**src/rtl/width_gearbox.sv**
```systemverilog
// Width gearbox: repacks an MSB-first stream of IN_W-bit beats into OUT_W-bit words,
// with an optional flush that emits residual bits as a zero-padded final word.
module width_gearbox #(
    parameter int IN_W  = 8,
    parameter int OUT_W = 12
) (
    input  logic             clk,
    input  logic             rst_n,
    input  logic             valid_in,
    output logic             ready_in,
    input  logic [IN_W-1:0]  data_in,
    input  logic             flush,
    output logic             valid_out,
    input  logic             ready_out,
    output logic [OUT_W-1:0] data_out,
    output logic             last_out
);

    localparam int BUF_W = IN_W + OUT_W;
    localparam int FW    = $clog2(BUF_W + 1);

    logic [BUF_W-1:0] buf_r,   buf_nx_s;
    logic [FW-1:0]    fill_r,  fill_nx_s;
    logic [OUT_W-1:0] out_r,   out_nx_s;
    logic             valid_r, valid_nx_s;
    logic             last_r,  last_nx_s;
    logic             pend_r,  pend_nx_s;
    logic             ready_r, ready_nx_s;

    logic             accept_s;
    logic             slot_free_s;
    logic [BUF_W-1:0] beat_s;
    logic [BUF_W-1:0] pre_s;
    logic [FW-1:0]    pre_fill_s;

    assign accept_s    = valid_in && ready_r;
    assign slot_free_s = !valid_r || ready_out;

    // Merge the accepted beat below the current fill and pick this edge's output action
    always_comb begin
        beat_s     = accept_s ? {data_in, {OUT_W{1'b0}}} : {BUF_W{1'b0}};
        pre_s      = buf_r | (beat_s >> fill_r);
        pre_fill_s = fill_r + (accept_s ? FW'(IN_W) : {FW{1'b0}});

        buf_nx_s   = pre_s;
        fill_nx_s  = pre_fill_s;
        out_nx_s   = out_r;
        valid_nx_s = valid_r && !ready_out;
        last_nx_s  = last_r;
        pend_nx_s  = pend_r ? 1'b1 : flush;

        if (slot_free_s && (pre_fill_s >= FW'(OUT_W))) begin
            out_nx_s   = pre_s[BUF_W-1 -: OUT_W];
            valid_nx_s = 1'b1;
            last_nx_s  = 1'b0;
            buf_nx_s   = pre_s << OUT_W;
            fill_nx_s  = pre_fill_s - FW'(OUT_W);
        end else if (pend_r && slot_free_s && (pre_fill_s != {FW{1'b0}})) begin
            // Bits below the fill are always zero, so the top slice is already padded
            out_nx_s   = pre_s[BUF_W-1 -: OUT_W];
            valid_nx_s = 1'b1;
            last_nx_s  = 1'b1;
            buf_nx_s   = {BUF_W{1'b0}};
            fill_nx_s  = {FW{1'b0}};
            pend_nx_s  = 1'b0;
        end else if (pend_r && (pre_fill_s == {FW{1'b0}})) begin
            pend_nx_s  = 1'b0;
        end else begin
            pend_nx_s  = pend_nx_s;
        end

        // fill + IN_W <= BUF_W reduces to fill <= OUT_W
        ready_nx_s = (fill_nx_s <= FW'(OUT_W)) && !pend_nx_s;
    end

    // State and output registers
    always_ff @(posedge clk or negedge rst_n) begin
        if (!rst_n) begin
            buf_r   <= {BUF_W{1'b0}};
            fill_r  <= {FW{1'b0}};
            out_r   <= {OUT_W{1'b0}};
            valid_r <= 1'b0;
            last_r  <= 1'b0;
            pend_r  <= 1'b0;
            ready_r <= 1'b1;
        end else begin
            buf_r   <= buf_nx_s;
            fill_r  <= fill_nx_s;
            out_r   <= out_nx_s;
            valid_r <= valid_nx_s;
            last_r  <= last_nx_s;
            pend_r  <= pend_nx_s;
            ready_r <= ready_nx_s;
        end
    end

    assign ready_in  = ready_r;
    assign valid_out = valid_r;
    assign data_out  = out_r;
    assign last_out  = last_r;

endmodule

```
**config.mk**
```make
export PLATFORM = sky130hd
export DESIGN_NAME = width_gearbox
export DESIGN_NICKNAME = d
export VERILOG_FILES = /design/src/rtl/width_gearbox.sv
export SDC_FILE = /design/constraint.sdc
export NUM_CORES = 1
export LEC_CHECK = 0
export ABC_AREA = 1
export ABC_CLOCK_PERIOD_IN_PS = 5000
export CORE_UTILIZATION = 57
export DETAILED_ROUTE_END_ITERATION = 10
export HOLD_SLACK_MARGIN = 0.1
export PLACE_DENSITY_LB_ADDON = 0.1
export SLEW_MARGIN = 0
export SYNTH_ARGS = -nofsm -noshare
export SYNTH_HDL_FRONTEND = slang
export SYNTH_SLANG_ARGS = --single-unit
```
**constraint.sdc**
```tcl
create_clock -name clk -period 5 [get_ports clk]
set_clock_uncertainty 0.1 [all_clocks]
set_input_delay 1 -clock clk [delete_from_list [all_inputs] [get_ports clk]]
set_output_delay 1 -clock clk [all_outputs]
set_load 0.01 [all_outputs]
```
Yosys cells after proc, flatten, opt, wreduce, memory -nomap -nowiden --
Cells that the tools add are included.
Storage, ports and cells: output and inout port bits 15, latch bits 0, bits of input ports 13, ROM bits 0, register bits 41, word-level logic and storage cells 43, bits in writable memories 0, memories 0
Cells by class: muxes and demuxes 16, equal/unequal tests 0, magnitude comparators 2, add/subtract/negate cells 2, bitwise operators 1, shift-type cells 1, $mul 0, reductions and logical operators 14, div/mod/pow operators 0
Operator list (count):
- $mux 20 | 3
- $mux 12 | 2
- $or 20x20->20 | 1
- $shr 20x5->20 | 1
- $mux 5 | 2
- $mux 1 | 8
- $logic_and 1x1->1 | 7
- $add 5x4->5 | 1
- $ge 5x4->1 const B | 1
- $le 5x4->1 const B | 1
- $logic_not 5->1 | 1
- $reduce_bool 5->1 | 1
- $sub 5x4->5 const B | 1
- $mux 4 | 1
- $logic_not 1->1 | 3
- $reduce_bool 2->1 | 1
- $logic_or 1x1->1 | 1

Logic depth before layout (Yosys ltp) --
Gate-level depths: netlist of run 1.
depth in word-level cells 10, depth in mapped cells 14, depth with buffers taken out 13

Worst setup path after synthesis of run 1 --
OpenSTA, ideal clock, no wires.
path kind input port to flip-flop, start point in valid_in, end point reg out_r[10] (netlist: data_out[10]), arrival 2575 ps, setup slack 2245 ps, setup time 80 ps, cell stages on the path 12, required time 4820 ps, cell sequence clkbuf_2 -> nand2_1 -> inv_1 -> ha_1 -> ha_1 -> nand2_1 -> nand3_2 -> nand2_2 -> nand2_2 -> buf_6 -> buf_6 -> a31oi_4
On the way: word-level cells in the longest chain between the ends 6, elaborated cells on any way between the ends 13, classes of those cells add/sub: 1; order compare: 1; shift: 1; mux: 4; bitwise: 1; reduce/logical: 5
RTL lines:
- start, declared | RTL line 9 | input logic valid_in,
- $logic_and 1x1->1 * | RTL line 36 | assign accept_s = valid_in && ready_r;
- $mux 4 / $mux 20 (equally long branches) | RTL line 43, 41
- $add 5x4->5 / $shr 20x5->20 (equally long branches) | RTL line 43, 42
- $ge 5x4->1, or another cell as far along | RTL line 52 | if (slot_free_s && (pre_fill_s >= FW'(OUT_W))) begin
- $logic_and 1x1->1, or another cell as far along | RTL line 52
- $mux 12 / $reduce_bool 2->1 (equally long branches)
- end signal, assigned | RTL line 81 | out_r <= {OUT_W{1'b0}};
- end signal, assigned | RTL line 89 | out_r <= out_nx_s;
- end, declared | RTL line 24 | logic [OUT_W-1:0] out_r, out_nx_s;
Every way passes the cells marked *; elsewhere a longest branch is shown, timed or not. The select of a mux whose other input is x is not followed. A chain may end at the register's enable or synchronous reset.

Worst setup path after layout of run 1 --
start point in valid_in, end point reg last_r (netlist: last_out)
On the way: word-level cells in the longest chain between the ends 6, elaborated cells on any way between the ends 9, classes of those cells add/sub: 1; order compare: 1; mux: 2; reduce/logical: 5
RTL lines:
- $logic_and 1x1->1 * | RTL line 36
- $mux 4 * | RTL line 43 | pre_fill_s = fill_r + (accept_s ? FW'(IN_W) : {FW{1'b0}});
- $add 5x4->5 * | RTL line 43
- $ge 5x4->1 / $reduce_bool 5->1 (equally long branches) | RTL line 52, 58
- $logic_and 1x1->1 (on tied branches) | RTL line 52, 58
- $mux 1 / $reduce_bool 2->1 (equally long branches)
- end signal, assigned | RTL line 91 | last_r <= last_nx_s;
- end, declared | RTL line 26 | logic last_r, last_nx_s;
Every way passes the cells marked *; elsewhere a longest branch is shown, timed or not.

==> results of run 1 <==
## cell type report
| type | count | area share [%] |
|---|---|---|
| multi-input combinational | 241 | 43.2 |
| sequential | 41 | 36.9 |
| timing repair buffer | 27 | 9.54 |
| inverter | 38 | 5.13 |
| clock buffer | 6 | 2.61 |
| tap | 50 | 2.25 |
| clock inverter | 1 | 0.315 |
## worst paths after layout
check | from | end | slack, ns | cells past startpoint
setup / recovery | valid_in | last_out$_DFFE_PN0P_ | 1.28 | 12
hold / removal | data_out[11]$_DFFE_PN0P_ | data_out[11]$_DFFE_PN0P_ | 0.38 | 2
setup reg to reg | ready_in$_DFF_PN1_ | data_out[9]$_DFFE_PN0P_ | 2.11 | 11
hold reg to reg | data_out[11]$_DFFE_PN0P_ | data_out[11]$_DFFE_PN0P_ | 0.38 | 2
max in group asynchronous | rst_n | fill_r[0]$_DFF_PN0_ | 3.52 | 1
min in group asynchronous | rst_n | buf_r[10]$_DFF_PN0_ | 0.72 | 1
## kinds of logic after synthesis
| kind of cell | after synthesis | share of synthesized area (%) |
|---|---|---|
| and+or+nand+nor | 207 | 36.9 |
| adders and majority gates | 3 | 1.52 |
| AOI/OAI and AO/OA | 29 | 9.27 |
| buffers and inverters | 54 | 9.77 |
| xor gates and xnor gates | 2 | 1.01 |
| DFF | 41 | 41.6 |
## flip-flops by register name, indices dropped and copies added (netlist names)
register / count
fill_r: 5
data_out: 12
ready_in: 1
valid_out: 1
pend_r: 1
buf_r: 20
last_out: 1
## metrics by stage
stage          power (W)  cell area, µm²  worst slack, ns  hold slack, ns
2_1_floorplan    0.00130            2470             2.25           0.393
3_3_place_gp     0.00149            2700             1.05           0.359
3_5_place_dp     0.00151            2700             1.00           0.364
4_1_cts          0.00172            2780             1.29           0.390
5_1_grt          0.00187            2780             1.02           0.401
6_report         0.00171            2780             1.28           0.379
## synth_stat cells
cell type	number
or2_2	1
nor2_2	2
nand3_2	2
o21bai_1	4
clkbuf_1	2
nand3b_1	2
inv_1	34
buf_2	8
nand2_2	2
dfrtp_1	40
o21ai_0	6
nand2_1	114
buf_6	3
a21oi_1	10
clkbuf_2	2
xor2_1	1
buf_4	1
dfstp_2	1
a31oi_1	4
inv_2	4
a31o_2	1
nor2_1	16
nand3_1	55
ha_1	3
xnor2_2	1
a31oi_4	4
nand4_1	13
## power groups by stage
stage | registers (W) | logic, W | clock network [W]
after floorplan | 0.000545 | 0.000757 | 0
after global placement | 0.000561 | 0.000928 | 0
after detailed placement | 0.000564 | 0.000944 | 0
after CTS | 0.000558 | 0.000953 | 0.000211
after global routing | 0.000574 | 0.00107 | 0.000226
final | 0.000557 | 0.000946 | 0.000209
## layer usage
metal | GRT usage (%) | part of all wire (%)
met1 | 35.6 | 48
met2 | 39.1 | 45
met3 | 5.83 | 5.6
met4 | 8.33 | 1.5
met5 | 0 | 0
## critical path: stages
cell	delay, ns
clkdlybuf4s50_1	0.67
nand2_1	0.17
inv_1	0.09
ha_1	0.34
ha_1	0.20
nand2_1	0.07
nand3_2	0.09
nand2_2	0.11
nand2_2	0.51
inv_2	0.29
a21oi_1	0.19
inv_1	0.05
==> metrics.md, run 1 <==
| Metric | Value |
|---|---|
| Leading area contributor after synthesis | `dfrtp_1` |
| P&R area growth vs syn | `12.6%` |
| Leak Pwr | `1.44 nW` |
| Proportion of netlist area held by the largest area contributor | `40.5%` |
| Worst-Margin Slew | `0.888 ns` |
| Worst EP arrival | `3.80 ns` |
| Most frequent cells in the layout | `nand2_1 (114), nand3_1 (55), dfrtp_1 (40), inv_1 (34), clkdlybuf4s50_1 (26)` |
| Final worst-path cycle share | `74.4%` |
| Diodes inserted | `0` |
| Filler cells | `371` |
| CP Capture Type | `flop` |
| H-tree level count | `2` |
| Final ANT Viol Nets | `0` |
| Cells after DPL | `397` |
| Cts bufs inserted | `5` |
| Core footprint | `4090 µm²` |
| Pwr/cell area | `615 nW/µm²` |
| Switch share | `46.1%` |
| Site Rows | `23` |
| GRT overflow | `0` |
| Psw | `0.000790 W` |
| Drt drc | `0` |
| CTS tree | `yes` |
| Reg clk slew, reported paths | `0.08 ns` |
| Post-CTS Setup Inserts | `0` |
| Die ar. | `4600 µm²` |
| Logic gate share of total power | `55.3%` |
| Final nets | `370` |
| Resize count post-CTS | `0` |
| Fmax | `269 MHz` |
| Register share of total power | `32.5%` |
| # setup viols final | `0` |
| Vias in the first global route | `1910` |
| Vias | `2170` |
| Die Span X | `67.8 µm` |
| RSZ-0062 raised after global routing | `no` |
| Syn Nets | `352` |
| Status | `finished, final reports clean` |
| Final Util | `68.1%` |
| Register area share after synthesis | `41.6%` |
| Yosys warnings | `0` |
| Syn Area/Cell | `7.35 µm²` |
| Post-synth cell types | `27` |
| Final wirelength | `5.30 mm` |
| Gate Count Post-Synth | `336` |
| Fin cells | `404` |
| Min cycle time layout | `3.72 ns` |
| Crit path required time | `5.09 ns` |
| DRT Pass-1 Iters | `4` |
| TNS Setup | `0 ns` |
| Synthesized cell area | `2470 µm²` |
| Final Hold Viols | `0` |
| Hold crit path type | `flop to flop` |
| Clock latency at the later pin of the worst-skew pair | `0.29 ns` |
| Hpwl dp | `3.82 mm` |
| Initial Util | `60.5%` |
| Clock Sinks | `41` |
| Max rail drop VDD | `0.534 mV` |
| Number of hold buffers added after CTS | `0` |
| Area contributors post-synth | `dfrtp_1 (41%), nand2_1 (17%), nand3_1 (11%)` |
| Overall Global Routing Usage | `25.5%` |
| Die height | `67.8 µm` |
| Largest net degree at the start of global routing | `42` |
| Initial antenna violation count | `0` |
| Most common cell after layout, fill and taps aside | `nand2_1` |
| Clock share of power | `12.2%` |
| Max capacitance violation total | `0` |
| First-pass GRT wire length | `8.73 mm` |
| I/O Buffers | `27` |
| Max clock buf depth | `2` |
| CTS root buf | `clkbuf_8` |
| Vias per cell | `5.37` |
| Crit-path max FO | `29` |
| Pins Over Slew Limit | `0` |
| Critical path class | `input port to flop` |
| Reg area | `1030 µm²` |
| Routability cong. | `0.879` |
| Pint | `0.000922 W` |
| Area taken by multi-input logic gates | `1200 µm²` |
| Share of cells above drive strength 1 | `7.06%` |
| Slew HR | `40.8%` |
| Ports | `28` |
| Drt wl/cell | `13.1 µm` |
| Register bit count reported by yosys | `41` |
| Crit path launch type | `input port` |
| DR iter-0 viols | `221` |
Note: power is estimated with default switching activity, not from simulation.
==> inputs of run 2 (changes only) <==
--- a/config.mk
+++ b/config.mk
@@ -6,8 +6,8 @@
 export NUM_CORES = 1
 export LEC_CHECK = 0
 export ABC_AREA = 1
-export ABC_CLOCK_PERIOD_IN_PS = 5000
-export CORE_UTILIZATION = 57
+export ABC_CLOCK_PERIOD_IN_PS = 3700
+export CORE_UTILIZATION = 56
 export DETAILED_ROUTE_END_ITERATION = 10
 export HOLD_SLACK_MARGIN = 0.1
 export PLACE_DENSITY_LB_ADDON = 0.1
==> constraint.sdc (replaced) <==
create_clock -name clk -period 3.7 [get_ports clk]
set_clock_uncertainty 0.1 [all_clocks]
set_input_delay 0.74 -clock clk [delete_from_list [all_inputs] [get_ports clk]]
set_output_delay 0.74 -clock clk [all_outputs]
set_load 0.01 [all_outputs]
==> metrics.md, run 2 (synthesized netlist as in run 1, its figures left out) <==
| Metric | Value |
|---|---|
| Status | `finished, final reports clean` |
| Cts bufs inserted | `5 (unchanged)` |
| Hold crit path type | `flop to flop` |
| Clock latency at the later pin of the worst-skew pair | `0.29 ns (about the same)` |
| Resize count post-CTS | `0 (unchanged)` |
| CTS tree | `yes` |
| CTS root buf | `clkbuf_8` |
| Fmax | `359 MHz` |
| Slew HR | `39.4% (-1.3 points)` |
| Leak Pwr | `1.45 nW (+0.67%)` |
| Most common cell after layout, fill and taps aside | `nand2_1` |
| TNS Setup | `0 ns (unchanged)` |
| Crit path required time | `3.77 ns (-1.32 ns)` |
| Pins Over Slew Limit | `0 (unchanged)` |
| Finished Cell Area | `2800 µm² (+0.54%)` |
| Largest net degree at the start of global routing | `42 (unchanged)` |
| Most frequent cells in the layout | `nand2_1 (114), nand3_1 (55), dfrtp_1 (40), inv_1 (34), clkdlybuf4s50_1 (26)` |
| Critical Path, Cell by Cell | `clkdlybuf4s50_1 > nand2_1 > inv_1 > ha_1 > ha_1 > nand2_1 > nand3_2 > nand2_2 > nand2_2 > buf_4 > nor2_1 > a31oi_4` |
| CP Capture Type | `flop` |
| Worst r2r src | `ready_in$_DFF_PN1_` |
| Initial Util | `60.0% (-0.42 points)` |
| Die ar. | `4680 µm² (+1.7%)` |
| Final ANT Viol Nets | `0 (unchanged)` |
| Site Rows | `23 (unchanged)` |
| Number of hold buffers added after CTS | `0 (unchanged)` |
| Die Span X | `68.4 µm (+0.87%)` |
| Critical Path Max Stage Delay | `0.50 ns (-0.17 ns)` |
| Drt drc | `0 (unchanged)` |
| Clock Sinks | `41 (unchanged)` |
| Hold Startpoint | `data_out[11]$_DFFE_PN0P_` |
| DR iter-0 viols | `223 (+0.90%)` |
| Vias in the first global route | `2085 (+9.2%)` |
| Slowest-stage cell, CP | `clkdlybuf4s50_1` |
| Reg clk slew, reported paths | `0.08 ns (about the same)` |
| RSZ-0062 raised after global routing | `no` |
| Hpwl dp | `4.00 mm (+4.8%)` |
| Overall power | `0.00236 W (+38%)` |
| P&R area growth vs syn | `13.2%` |
| Overall Global Routing Usage | `27.2% (+1.7 points)` |
| GRT overflow | `0 (unchanged)` |
| Max rail drop VDD | `0.823 mV (+54%)` |
| Die height | `68.4 µm (+0.87%)` |
| Final wirelength | `5.67 mm (+7.1%)` |
| Post-CTS Setup Inserts | `0 (unchanged)` |
| Ports | `28 (unchanged)` |
| Vias | `2238 (+3.1%)` |
| Max capacitance violation total | `0 (unchanged)` |
| # setup viols final | `0 (unchanged)` |
| Share of cells above drive strength 1 | `7.58% (+0.52 points)` |
| Initial antenna violation count | `0 (unchanged)` |
| Routability cong. | `0.930 (+5.8%)` |
| Pwr/cell area | `843 nW/µm² (+37%)` |
| Critical path class | `input port to flop` |
| Crit path launch type | `input port` |
| Core footprint | `4120 µm² (+0.70%)` |
| Worst-Margin Slew | `0.908 ns (+0.0198 ns)` |
| Max reg flops | `20 (unchanged)` |
| Dpl cell area | `2720 µm² (+0.56%)` |
| Worst EP arrival | `2.86 ns (-0.94 ns)` |
| Final nets | `372 (+0.54%)` |
| First-pass GRT wire length | `9.34 mm (+7.0%)` |
| Crit-path max FO | `28 (-3.4%)` |
| Final worst-path cycle share | `75.3%` |
| Max clock buf depth | `2 (unchanged)` |
| DRT Pass-1 Iters | `5 (+1)` |
| Drt wl/cell | `14.0 µm (+6.6%)` |
| Min cycle time layout | `2.78 ns` |
| Vias per cell | `5.51 (+2.6%)` |
| Diodes inserted | `0 (unchanged)` |
| I/O Buffers | `27 (unchanged)` |
| Final Hold Viols | `0 (unchanged)` |
| Top reg by flops | `buf_r` |
| H-tree level count | `2 (unchanged)` |
| Crit. Startpoint | `valid_in` |
[run 2: changes by cell type in the layout (fill, tap and decap cells not counted)]
cell	before	now
buf_4	0	2
[run 2: area by class of cell]
class | count | area (µm²)
clock buffers | 6 | 72.6
well taps | 50 | 62.6
inverters | 38 | 143
flip-flops and latches | 41 | 1030
clock inverters | 1 | 8.76
multi-input cells | 241 | 1200
repair buffers | 29 | 280
fillers | 380 | 1320
[run 2: path summary, 6_finish.rpt]
path	end	slack [ns]	cells after the start
worst max-delay path	data_out[6]$_DFFE_PN0P_	0.92	12
worst min-delay path	data_out[11]$_DFFE_PN0P_	0.38	2
worst max register to register	data_out[6]$_DFFE_PN0P_	1.14	11
worst min register to register	data_out[11]$_DFFE_PN0P_	0.38	2
max in group asynchronous	fill_r[2]$_DFF_PN0_	2.46	1
min in group asynchronous	data_out[3]$_DFFE_PN0P_	0.47	1
[run 2: per-stage QoR]
stage	setup slack (ns)	instances	util (%)	hold WS (ns)
floorplan	1.21	336	-	0.344
global placement	0.682	399	66.0	0.358
detailed placement	0.628	399	66.0	0.363
CTS	0.929	406	68.0	0.386
global route	0.780	406	68.0	0.402
finish	0.915	406	68.0	0.382
[run 2: worst max-delay path, delay by kind of cell]
kind / cells / cell delay [ns]
buffers and inverters: 3 / 0.87
AND/OR/NAND/NOR: 6 / 0.69
adder cells (fa/ha/maj): 2 / 0.51
AO/OA/AOI/OAI: 1 / 0.04
[run 2: where the power goes]
group	leakage, nW	switching [W]	total (W)	internal [W]
registers	0.532	0.000131	0.000758	0.000627
clock network	0.0412	0.000154	0.000285	0.000131
logic	0.875	0.000814	0.00132	0.000502
total	1.45	0.00110	0.00236	0.00126
[run 2: layer usage]
layer  track usage (%)  wire length, µm  vias up
met3              5.50              334        6
met5                 0                0        -
li1                  -                -     1122
met4              7.81               38        0
met2              43.5             2620       75
met1              37.0             2690     1035
==> inputs of run 3 (changes only) <==
--- a/config.mk
+++ b/config.mk
@@ -6,7 +6,7 @@
 export NUM_CORES = 1
 export LEC_CHECK = 0
 export ABC_AREA = 1
-export ABC_CLOCK_PERIOD_IN_PS = 3700
+export ABC_CLOCK_PERIOD_IN_PS = 2700
 export CORE_UTILIZATION = 56
 export DETAILED_ROUTE_END_ITERATION = 10
 export HOLD_SLACK_MARGIN = 0.1
==> constraint.sdc (replaced) <==
create_clock -name clk -period 2.7 [get_ports clk]
set_clock_uncertainty 0.1 [all_clocks]
set_input_delay 0.54 -clock clk [delete_from_list [all_inputs] [get_ports clk]]
set_output_delay 0.54 -clock clk [all_outputs]
set_load 0.01 [all_outputs]
==> metrics.md, run 3 (synthesized netlist as in run 1, its figures left out) <==
| Metric | Value |
|---|---|
| Status | `finished, final reports clean` |
| Max capacitance violation total | `0 (unchanged)` |
| Filler cells | `350 (-7.9%)` |
| Worst path most repeated cell | `nand2_1` |
| Overall Global Routing Usage | `27.9% (+0.70 points)` |
| Area taken by multi-input logic gates | `1200 µm² (unchanged)` |
| CTS root buf | `clkbuf_8` |
| Ports | `28 (unchanged)` |
| Crit-path max FO | `17 (-39%)` |
| First-pass GRT wire length | `9.48 mm (+1.6%)` |
| CTS tree | `yes` |
| Die Span X | `68.4 µm (unchanged)` |
| DR iter-0 viols | `286 (+28%)` |
| Worst EP arrival | `2.53 ns (-0.33 ns)` |
| Register-to-Register Path Depth | `14 (+3)` |
| TNS Setup | `0 ns (unchanged)` |
| Final Hold Viols | `0 (unchanged)` |
| Initial antenna violation count | `0 (unchanged)` |
| Buf/Inv on CP | `4 (+1)` |
| R2R Setup Slk | `0.32 ns (-0.82 ns)` |
| Final ANT Viol Nets | `0 (unchanged)` |
| Clock Sinks | `41 (unchanged)` |
| Clock latency at the later pin of the worst-skew pair | `0.30 ns (about the same)` |
| Critical path class | `flop to flop` |
| Reg area | `1030 µm² (unchanged)` |
| Final wirelength | `5.72 mm (+0.81%)` |
| CP Capture Type | `flop` |
| I/O Buffers | `27 (unchanged)` |
| Levels on crit path | `14 (+2)` |
| Leak Pwr | `1.50 nW (+3.2%)` |
| Die height | `68.4 µm (unchanged)` |
| Worst-Margin Slew | `0.907 ns (-0.00133 ns)` |
| P&R area growth vs syn | `16.5%` |
| Drt drc | `0 (unchanged)` |
| Final nets | `378 (+1.6%)` |
| # setup viols final | `0 (unchanged)` |
| Vias in the first global route | `2080 (-0.24%)` |
| Pwr/cell area | `1200 nW/µm² (+42%)` |
| Finished Cell Area | `2880 µm² (+2.9%)` |
| Diodes inserted | `0 (unchanged)` |
| GRT overflow | `0 (unchanged)` |
| Vias | `2278 (+1.8%)` |
| DRT Pass-1 Iters | `4 (-1)` |
| Routability cong. | `0.919 (-1.2%)` |
| Crit. Startpoint | `ready_in$_DFF_PN1_` |
| Slew HR | `39.5% (+0.089 points)` |
| Resize count post-CTS | `0 (unchanged)` |
| Delay-heaviest family, CP | `flip-flops` |
| Post-CTS Setup Inserts | `0 (unchanged)` |
| Largest net degree at the start of global routing | `42 (unchanged)` |
| Critical Path, Cell by Cell | `nand2_1 > inv_1 > ha_1 > ha_1 > nand2_1 > nand3_2 > nand2_2 > buf_4 > inv_2 > nand2_1 > nand2_1 > inv_1 > nand2_1 > nor2_1` |
| Crit path launch type | `flop` |
| Vias per cell | `5.52 (about the same)` |
| Max clock buf depth | `2 (unchanged)` |
| Number of hold buffers added after CTS | `0 (unchanged)` |
| H-tree level count | `2 (unchanged)` |
| Most frequent cells in the layout | `nand2_1 (114), nand3_1 (55), dfrtp_1 (40), inv_1 (34), clkdlybuf4s50_1 (26)` |
| R2R Path End | `ready_in$_DFF_PN1_` |
| Max reg flops | `20 (unchanged)` |
| Hold crit path type | `input port to async pin` |
| Fmax | `420 MHz` |
| Slowest-stage cell, CP | `dfstp_2` |
| Cts bufs inserted | `5 (unchanged)` |
| Dpl cell area | `2770 µm² (+2.1%)` |
| Crit path required time | `2.84 ns (-0.93 ns)` |
| Share of cells above drive strength 1 | `9.64% (+2.1 points)` |
| Min cycle time layout | `2.38 ns` |
| RSZ-0062 raised after global routing | `no` |
| Die ar. | `4680 µm² (unchanged)` |
| Top reg by flops | `buf_r` |
| Drt wl/cell | `13.8 µm (-0.90%)` |
| Worst r2r src | `ready_in$_DFF_PN1_` |
| Final Worst Setup Slack | `0.316 ns (-0.599 ns)` |
| Final worst-path cycle share | `88.3%` |
| Hpwl dp | `4.16 mm (+3.8%)` |
| Most common cell after layout, fill and taps aside | `nand2_1` |
| Pins Over Slew Limit | `0 (unchanged)` |
| Initial Util | `60.0% (unchanged)` |
| Reg clk slew, reported paths | `0.09 ns (about the same)` |
| Max rail drop VDD | `0.751 mV (-8.8%)` |
| Critical Path Max Stage Delay | `0.71 ns (+0.21 ns)` |
| Site Rows | `23 (unchanged)` |
| Pre-CTS setup slack | `0.0106 ns (-0.617 ns)` |
| Core footprint | `4120 µm² (unchanged)` |
[run 3: power by group]
group	leakage [nW]	switching (W)	internal, W	total (W)
clock network	0.0549	0.000233	0.000236	0.000470
registers	0.532	0.000177	0.000859	0.00104
logic	0.908	0.00114	0.000798	0.00194
[run 3: area by class of cell]
| class | count | share of cell area [%] |
|---|---|---|
| Clock buffer | 7 | 3.35 |
| Clock inverter | 1 | 0.304 |
| Inverter | 38 | 4.96 |
| Multi-Input combinational cell | 241 | 41.8 |
| Sequential cell | 41 | 35.7 |
| Tap cell | 50 | 2.17 |
| Timing Repair Buffer | 35 | 11.7 |
[run 3: worst max-delay path by stage]
stage                               end  slack [ns]
5_1_grt              ready_in$_DFF_PN1_        0.13
2_1_floorplan  data_out[10]$_DFFE_PN0P_        0.41
4_1_cts              ready_in$_DFF_PN1_        0.30
3_3_place_gp         ready_in$_DFF_PN1_        0.05
6_report             ready_in$_DFF_PN1_        0.32
3_5_place_dp         ready_in$_DFF_PN1_        0.01
[run 3: metrics by stage]
step | utilization, % | cells | hold WS, ns | power (W)
2_1_floorplan | - | 336 | 0.144 | 0.00241
3_3_place_gp | 67.4 | 405 | 0.359 | 0.00292
3_5_place_dp | 67.4 | 405 | 0.366 | 0.00298
4_1_cts | 69.9 | 413 | 0.296 | 0.00346
5_1_grt | 69.9 | 413 | 0.347 | 0.00373
6_report | 69.9 | 413 | 0.258 | 0.00344
[run 3: metal layers]
| metal | routed length [µm] | GRT usage, % | vias to the layer above |
|---|---|---|---|
| li1 | - | - | 1138 |
| met1 | 2590 | 37.0 | 1037 |
| met2 | 2650 | 44.4 | 88 |
| met3 | 343 | 4.67 | 15 |
| met4 | 144 | 12.5 | 0 |
| met5 | 0 | 0 | - |
